**config.mk**
```make
export PLATFORM = sky130hd
export DESIGN_NAME = mem_stage
export DESIGN_NICKNAME = d
export VERILOG_FILES = /design/src/rtl/mem_stage.sv
export SDC_FILE = /design/constraint.sdc
export NUM_CORES = 1
export LEC_CHECK = 0
export CAP_MARGIN = 20
export CORE_MARGIN = 5
export CORE_UTILIZATION = 48
export CTS_BUF_LIST = sky130_fd_sc_hd__clkbuf_16
export CTS_CLUSTER_DIAMETER = 30
export DETAILED_ROUTE_END_ITERATION = 10
export GPL_ROUTABILITY_DRIVEN = 1
export PLACE_DENSITY = 0.86
export SLEW_MARGIN = 20
export SYNTH_ARGS = -nofsm -noshare
export SYNTH_HDL_FRONTEND = slang
export SYNTH_SLANG_ARGS = --single-unit
export TNS_END_PERCENT = 50
```
**constraint.sdc**
```tcl
create_clock -name clk -period 3.75 [get_ports clk]
set_input_delay 0.5625 -clock clk [delete_from_list [all_inputs] [get_ports clk]]
set_output_delay 0.5625 -clock clk [all_outputs]
set_load 0.01 [all_outputs]
```
**src/rtl/mem_stage.sv**
```systemverilog
// Memory-access stage: turns execute results into data-memory requests
// over a req/ack handshake and produces single-cycle writeback records.
module mem_stage #(
    parameter int unsigned DATA_W  = 16,
    parameter int unsigned TIMEOUT = 15
) (
    input  logic              clk,
    input  logic              rst_n,
    input  logic              in_valid,
    output logic              in_ready,
    input  logic [DATA_W-1:0] ALU_results,
    input  logic [2:0]        dest_reg,
    input  logic [DATA_W-1:0] store_data,
    input  logic              is_load,
    input  logic              is_store,
    input  logic              wb_en,
    input  logic              flush,
    output logic              mem_req,
    output logic              mem_we,
    output logic [DATA_W-1:0] mem_addr,
    output logic [DATA_W-1:0] mem_wdata,
    input  logic              mem_ack,
    input  logic [DATA_W-1:0] mem_rdata,
    output logic              wb_valid,
    output logic [2:0]        wb_reg,
    output logic [DATA_W-1:0] wb_data,
    output logic              mem_err
);

    localparam int unsigned CNT_W = 8;
    localparam int unsigned REG_W = 3;

    typedef enum logic {IDLE, ACCESS} state_e;

    state_e             state_q, state_d;
    logic [CNT_W-1:0]   cnt_q, cnt_d;
    logic               req_q, req_d;
    logic               we_q, we_d;
    logic [DATA_W-1:0]  addr_q, addr_d;
    logic [DATA_W-1:0]  wdata_q, wdata_d;
    logic               wb_valid_q, wb_valid_d;
    logic [REG_W-1:0]   wb_reg_q, wb_reg_d;
    logic [DATA_W-1:0]  wb_data_q, wb_data_d;
    logic               err_q, err_d;
    logic               pend_wb_q, pend_wb_d;
    logic [REG_W-1:0]   pend_reg_q, pend_reg_d;
    logic               kill_q, kill_d;

    assign in_ready  = (state_q == IDLE);
    assign mem_req   = req_q;
    assign mem_we    = we_q;
    assign mem_addr  = addr_q;
    assign mem_wdata = wdata_q;
    assign wb_valid  = wb_valid_q;
    assign wb_reg    = wb_reg_q;
    assign wb_data   = wb_data_q;
    assign mem_err   = err_q;

    // Next-state and registered-output logic
    always_comb begin
        state_d    = state_q;
        cnt_d      = cnt_q;
        req_d      = req_q;
        we_d       = we_q;
        addr_d     = addr_q;
        wdata_d    = wdata_q;
        wb_valid_d = 1'b0;
        wb_reg_d   = wb_reg_q;
        wb_data_d  = wb_data_q;
        err_d      = 1'b0;
        pend_wb_d  = pend_wb_q;
        pend_reg_d = pend_reg_q;
        kill_d     = kill_q;

        case (state_q)
            IDLE: begin
                if (in_valid && !flush) begin
                    if (is_load && is_store) begin
                        err_d = 1'b1;
                    end else if (is_load || is_store) begin
                        state_d    = ACCESS;
                        cnt_d      = '0;
                        req_d      = 1'b1;
                        we_d       = is_store;
                        addr_d     = ALU_results;
                        wdata_d    = is_store ? store_data : '0;
                        pend_wb_d  = wb_en;
                        pend_reg_d = dest_reg;
                        kill_d     = 1'b0;
                    end else begin
                        wb_valid_d = wb_en;
                        wb_reg_d   = dest_reg;
                        wb_data_d  = ALU_results;
                    end
                end
            end
            ACCESS: begin
                if (flush) kill_d = 1'b1;
                // An ack on the final allowed cycle still counts as completion
                if (mem_ack) begin
                    state_d = IDLE;
                    req_d   = 1'b0;
                    cnt_d   = '0;
                    if (!we_q && pend_wb_q && !kill_q && !flush) begin
                        wb_valid_d = 1'b1;
                        wb_reg_d   = pend_reg_q;
                        wb_data_d  = mem_rdata;
                    end
                end else if (cnt_q + CNT_W'(1) == CNT_W'(TIMEOUT)) begin
                    state_d = IDLE;
                    req_d   = 1'b0;
                    cnt_d   = '0;
                    err_d   = 1'b1;
                end else begin
                    cnt_d = cnt_q + CNT_W'(1);
                end
            end
            default: state_d = IDLE;
        endcase
    end

    // State and output registers
    always_ff @(posedge clk or negedge rst_n) begin
        if (!rst_n) begin
            state_q    <= IDLE;
            cnt_q      <= '0;
            req_q      <= 1'b0;
            we_q       <= 1'b0;
            addr_q     <= '0;
            wdata_q    <= '0;
            wb_valid_q <= 1'b0;
            wb_reg_q   <= '0;
            wb_data_q  <= '0;
            err_q      <= 1'b0;
            pend_wb_q  <= 1'b0;
            pend_reg_q <= '0;
            kill_q     <= 1'b0;
        end else begin
            state_q    <= state_d;
            cnt_q      <= cnt_d;
            req_q      <= req_d;
            we_q       <= we_d;
            addr_q     <= addr_d;
            wdata_q    <= wdata_d;
            wb_valid_q <= wb_valid_d;
            wb_reg_q   <= wb_reg_d;
            wb_data_q  <= wb_data_d;
            err_q      <= err_d;
            pend_wb_q  <= pend_wb_d;
            pend_reg_q <= pend_reg_d;
            kill_q     <= kill_d;
        end
    end

endmodule

```
# Word level (Yosys, flattened, before mapping)
# Index checks and enable logic that the tools add are counted.
# word_totals
memories,0
rom_bits,0
elab_cells,86
output_inout_bits,56
ff_bits,69
latchBits,0
mem_bits_rw,0
# op_classes
n_div,0
n_addsub,1
n_shift,0
magnitude_cmp,0
n_bitwise,2
eq_ne,9
mul,0
reduce_logical,14
muxes,47
# op_table
cell,n
$mux W16,6
$mux W8,5
$pmux W16 S2,1
$mux W1,23
$pmux W8 S2,1
$mux W3,5
$reduce_and A4 Y1,3
$pmux W1 S2,5
$add A8 B1 Y8 const B,1
$eq A8 B4 Y1 const B,1
$ne A2 B2 Y1 const B,4
$ne A2 B1 Y1 const B,3
$pmux W3 S2,1
$logic_and A1 B1 Y1,5
$reduce_and A5 Y1,1
$logic_not A1 Y1,3
$ne A3 B2 Y1 const B,1
$reduce_and A3 Y1,1
$not A1 Y1,2
$logic_or A1 B1 Y1,1

# Depth between registers and ports, before layout
# logic_depth
depth_word,7
depth_mapped,10
depth_no_buf,7

# Least setup slack after synthesis
# Ideal clock, no wire load.
# synth_timing
kind,in2reg
start,input port is_store
end,register wb_reg_q[1] (netlist: wb_reg[1])
path_buffers,3
stages,9
required_time_ps,3628
slack_ps,1852
arrival_time_ps,1776
setup_time_ps,122
cell_sequence,clkbuf_1 > inv_1 > ha_1 > and3_1 > o22a_1 > buf_4 > buf_6 > nor2_1 > a21oi_2
# synth_between
elab_chain_cells,3
word_cells_on_any_way,5
classes_between,eq/ne: 2; reduce/logical: 3
# synth_lines
element,line_no,text
from (decl),15,"input logic is_store,"
$logic_or A1 B1 Y1 / $logic_and A1 B1 Y1 (equally long branches),"80, 78",
$ne A2 B2 Y1 (no line),n/a,
$reduce_and A5 Y1 (no line) (*),n/a,
to (signal assigned),146,wb_reg_q <= wb_reg_d;
to (decl),42,"logic [REG_W-1:0] wb_reg_q, wb_reg_d;"
# Every way passes the cells marked *; elsewhere a longest branch is shown, timed or not.
# A chain may end at the register's enable or synchronous reset.

# Final worst setup path
# layout_timing
start,input port is_store
end,register req_q (netlist: mem_req)
# layout_between
elab_chain_cells,3
word_cells_on_any_way,5
classes_between,eq/ne: 2; reduce/logical: 3
# layout_lines
element,line_no,text
$logic_or A1 B1 Y1 / $logic_and A1 B1 Y1 (equally long branches),"80, 78",
$ne A2 B1 Y1 (no line) / $ne A2 B2 Y1 (equally long branches),n/a,
$reduce_and A4 Y1 (no line) (*),n/a,
to (signal assigned),141,req_q <= req_d;
to (decl),37,"logic req_q, req_d;"
# Marks and branches as above.

==> results.rst <==
.. list-table::
   :header-rows: 1

   * - Metric
     - Value
   * - Ports placed on the boundary
     - 115
   * - Count of different cell masters after synthesis
     - 38
   * - Period Utilization, post-route
     - 66.5%
   * - Congestion Overflow GR
     - 0
   * - Highest net fanout along the worst path
     - 25
   * - VDD IR max
     - 0.368 mV
   * - R2R Path End
     - mem_req
   * - Average instance area after synthesis
     - 9.40 sq um
   * - Area occupied by multi-input gates
     - 1250 sq um
   * - Global-route wire length before repair
     - 13900 um
   * - Comb power frac
     - 26.3%
   * - Reg2reg setup slack
     - 1.54 ns
   * - Pin count of the biggest net entering global routing
     - 42
   * - Clock sink count
     - 69
   * - Via-to-Cell Ratio
     - 5.23
   * - Via Count
     - 2728
   * - Layout Cell Area excl Fill
     - 4630 sq um
   * - Final Slew Violations
     - 0
   * - Hold violation count in the final report
     - 0
   * - Kind of path behind the tightest hold check
     - input pin to asynchronous set/reset pin
   * - Final routed wirelength across all metal layers
     - 8260 um
   * - Clk network pwr share
     - 36.9%
   * - Setup-violating endpoint count in the final report
     - 0
   * - Result of the run
     - finished, final reports clean
   * - Total track usage
     - 21.2%
   * - Row Count
     - 29
   * - Resized cells post-CTS
     - 0
   * - Die width
     - 90.4 um
   * - Full die area
     - 8170 sq um
   * - Number of detailed-routing iterations run before antenna repair
     - 4
   * - Number of buffers created by CTS
     - 9
   * - Most frequent cells in the layout
     - sky130_fd_sc_hd__clkdlybuf4s50_1, sky130_fd_sc_hd__nand2_1, sky130_fd_sc_hd__dfrtp_1, sky130_fd_sc_hd__o21ai_0, sky130_fd_sc_hd__nor2_1
   * - Ant. Diodes
     - 0
   * - Layout-stage area growth over the synthesis result
     - 49.2%
   * - Post-detailed-route count of antenna-violating nets
     - 0
   * - Min Tclk post-route
     - 2.49 ns
   * - Internal portion of total power
     - 2040 uW
   * - Proportion of total power due to net switching
     - 26.6%
   * - Proportion of layout cells with a drive suffix above 1
     - 6.29%
   * - Number of setup buffers added after CTS
     - 0
   * - DRC marker count from the first detailed-route iteration
     - 178
   * - Buffers on Ports
     - 114
   * - Number of antenna violations at the first check in global routing
     - 0
   * - Post-synthesis sequential element count
     - 69
   * - DP HPWL
     - 5810 um
   * - Share of Yosys cell area claimed by the top area cell type
     - 55.7%
   * - Most area-consuming cells after synthesis
     - sky130_fd_sc_hd__dfrtp_1, sky130_fd_sc_hd__nand2_1, sky130_fd_sc_hd__mux2i_1, sky130_fd_sc_hd__o21ai_0, sky130_fd_sc_hd__a21oi_1
   * - Initial standard-cell utilization of the core
     - 49.1%
   * - Data arrival at the endpoint of the critical path
     - 2.74 ns
   * - Element type at the critical path end
     - flop
   * - Core area
     - 6310 sq um
   * - Wirelength per Cell
     - 15.8 um
   * - Synth async-reset ratio
     - 100%
   * - Worst Clk Skew
     - 0.00503 ns
   * - Clock network latency to the later pin of the worst-skew pair
     - 0.33 ns
   * - TritonCTS clock tree
     - done
   * - Clock tree buffer depth
     - 2
   * - Fill count
     - 475
   * - Slew of the pin with the lowest slew margin
     - 0.948 ns
   * - Cell chosen for the clock root
     - sky130_fd_sc_hd__clkbuf_16
   * - DRC viols
     - 0
   * - Net switching power figure
     - 739 uW
   * - Most common library cell in the layout ignoring fill and taps
     - sky130_fd_sc_hd__clkdlybuf4s50_1
   * - Number of H-tree levels
     - 3
   * - Clock input transition at the sequential cells of the worst setup and hold paths
     - 0.06 ns
   * - Sequential element share of the synthesized area
     - 55.7%
   * - Worst reg2reg path startpoint
     - state_q
   * - Post-detailed-placement cell area
     - 4260 sq um
   * - Register share of total power
     - 36.8%
   * - Most used flip-flop cell after synthesis
     - sky130_fd_sc_hd__dfrtp_1
   * - Last weighted congestion value of the routability-driven placer
     - 0.800
   * - Number of flops mapped to enable cells by yosys
     - 0
   * - Max transition margin
     - 36.8%
   * - Total negative setup slack
     - 0 ns
   * - Power consumption
     - 2780 uW
   * - Synthesized cell area
     - 3100 sq um
   * - Power density over the cells
     - 601 nW/um^2
   * - Net count of the finished layout
     - 503
   * - Worst Reg2Reg Path Length in Cells
     - 6
   * - Setup repair after global routing missed its margin
     - no
   * - Post-CTS Hold Fix Bufs
     - 0
   * - Maximum operating frequency
     - 0.401 GHz
   * - Kind of critical path
     - input pin to flop
   * - Vertical die dimension
     - 90.4 um
   * - Critical Path Source
     - is_store
   * - Synthesized instance count
     - 330
   * - Net count of the mapped netlist
     - 393
   * - Count of maximum capacitance violations
     - 0
   * - Post-synthesis cell type with the largest combined area
     - sky130_fd_sc_hd__dfrtp_1
   * - Leakage power figure
     - 0.00207 uW
   * - Required @ worst endpoint
     - 4.00 ns
   * - Synthesis warning total
     - 0
   * - Number of global-route vias before repair
     - 2818
   * - Type of origin of the critical path
     - input pin
   * - Register Area
     - 1730 sq um
[power groups by stage]
stage	registers [uW]	clock network [uW]	logic, uW
detailed placement	1030	0	738
global placement	1030	0	712
CTS	1020	1040	743
global route	1040	1070	801
floorplan	1090	0	214
finish	1020	1030	732
[worst max-delay path, stage by stage]
cell and delay, ns:
sky130_fd_sc_hd__clkdlybuf4s50_1 0.47, sky130_fd_sc_hd__buf_4 0.22, sky130_fd_sc_hd__inv_1 0.08, sky130_fd_sc_hd__ha_1 0.21, sky130_fd_sc_hd__nor2_1 0.17, sky130_fd_sc_hd__nand2_2 0.30, sky130_fd_sc_hd__inv_2 0.43, sky130_fd_sc_hd__o21ai_0 0.15
sky130_fd_sc_hd__a21oi_1 0.14
[per-layer routing]
| layer | track usage, % | wire (um) |
|---|---|---|
| met1 | 26.1 | 3310 |
| met2 | 35.1 | 4180 |
| met3 | 3.92 | 463 |
| met4 | 11.3 | 303 |
| met5 | 0 | 0 |
[synth_stat cells (2+ instances only)]
| master | count |
|---|---|
| sky130_fd_sc_hd__nand2_1 | 102 |
| sky130_fd_sc_hd__dfrtp_1 | 69 |
| sky130_fd_sc_hd__o21ai_0 | 28 |
| sky130_fd_sc_hd__nor2_1 | 24 |
| sky130_fd_sc_hd__a21oi_1 | 20 |
| sky130_fd_sc_hd__mux2i_1 | 19 |
| sky130_fd_sc_hd__buf_2 | 9 |
| sky130_fd_sc_hd__clkbuf_1 | 6 |
| sky130_fd_sc_hd__inv_1 | 5 |
| sky130_fd_sc_hd__and3_1 | 4 |
| sky130_fd_sc_hd__ha_1 | 4 |
| sky130_fd_sc_hd__nand2b_1 | 4 |
| sky130_fd_sc_hd__buf_4 | 3 |
| sky130_fd_sc_hd__o21ai_1 | 3 |
| sky130_fd_sc_hd__a22o_1 | 2 |
| sky130_fd_sc_hd__a31oi_1 | 2 |
| sky130_fd_sc_hd__a41o_1 | 2 |
| sky130_fd_sc_hd__nand3_1 | 2 |
| sky130_fd_sc_hd__nand4_1 | 2 |
| sky130_fd_sc_hd__nor2b_1 | 2 |
[cells by family after synthesis]
group / share of synthesized area [%]
AND/OR/NAND/NOR: 20.2
flip-flops: 55.7
AO/OA/AOI/OAI: 12.1
buffers and inverters: 3.99
multiplexers: 6.13
adder cells (fa/ha/maj): 1.61
XOR/XNOR: 0.283
[area by class of cell]
| class | count | share of cell area [%] |
|---|---|---|
| sequential | 69 | 37.3 |
| multi-input combinational | 236 | 27.1 |
| timing repair buffer | 118 | 25.2 |
| clock buffer | 9 | 4.87 |
| clock inverter | 7 | 2.95 |
| tap | 77 | 2.08 |
| inverter | 6 | 0.487 |
[metrics by stage]
| stage | hold WS (ns) | setup slack [ns] | util [%] | instances |
|---|---|---|---|---|
| 2_1_floorplan | 0.267 | 1.85 | - | 330 |
| 3_3_place_gp | 0.456 | 0.908 | 67.5 | 506 |
| 3_5_place_dp | 0.461 | 0.759 | 67.5 | 506 |
| 4_1_cts | 0.413 | 1.08 | 73.3 | 522 |
| 5_1_grt | 0.470 | 1.02 | 73.3 | 522 |
| 6_report | 0.387 | 1.26 | 73.3 | 522 |
[worst max path at each step]
stage	to	slack (ns)
after floorplan	wb_reg[1]	1.85
after global placement	wb_reg[1]	0.91
after detailed placement	wb_data[1]	0.76
after CTS	wb_reg[1]	1.08
after global routing	mem_req	1.02
final	mem_req	1.26
(Power assumes the default switching activity.)
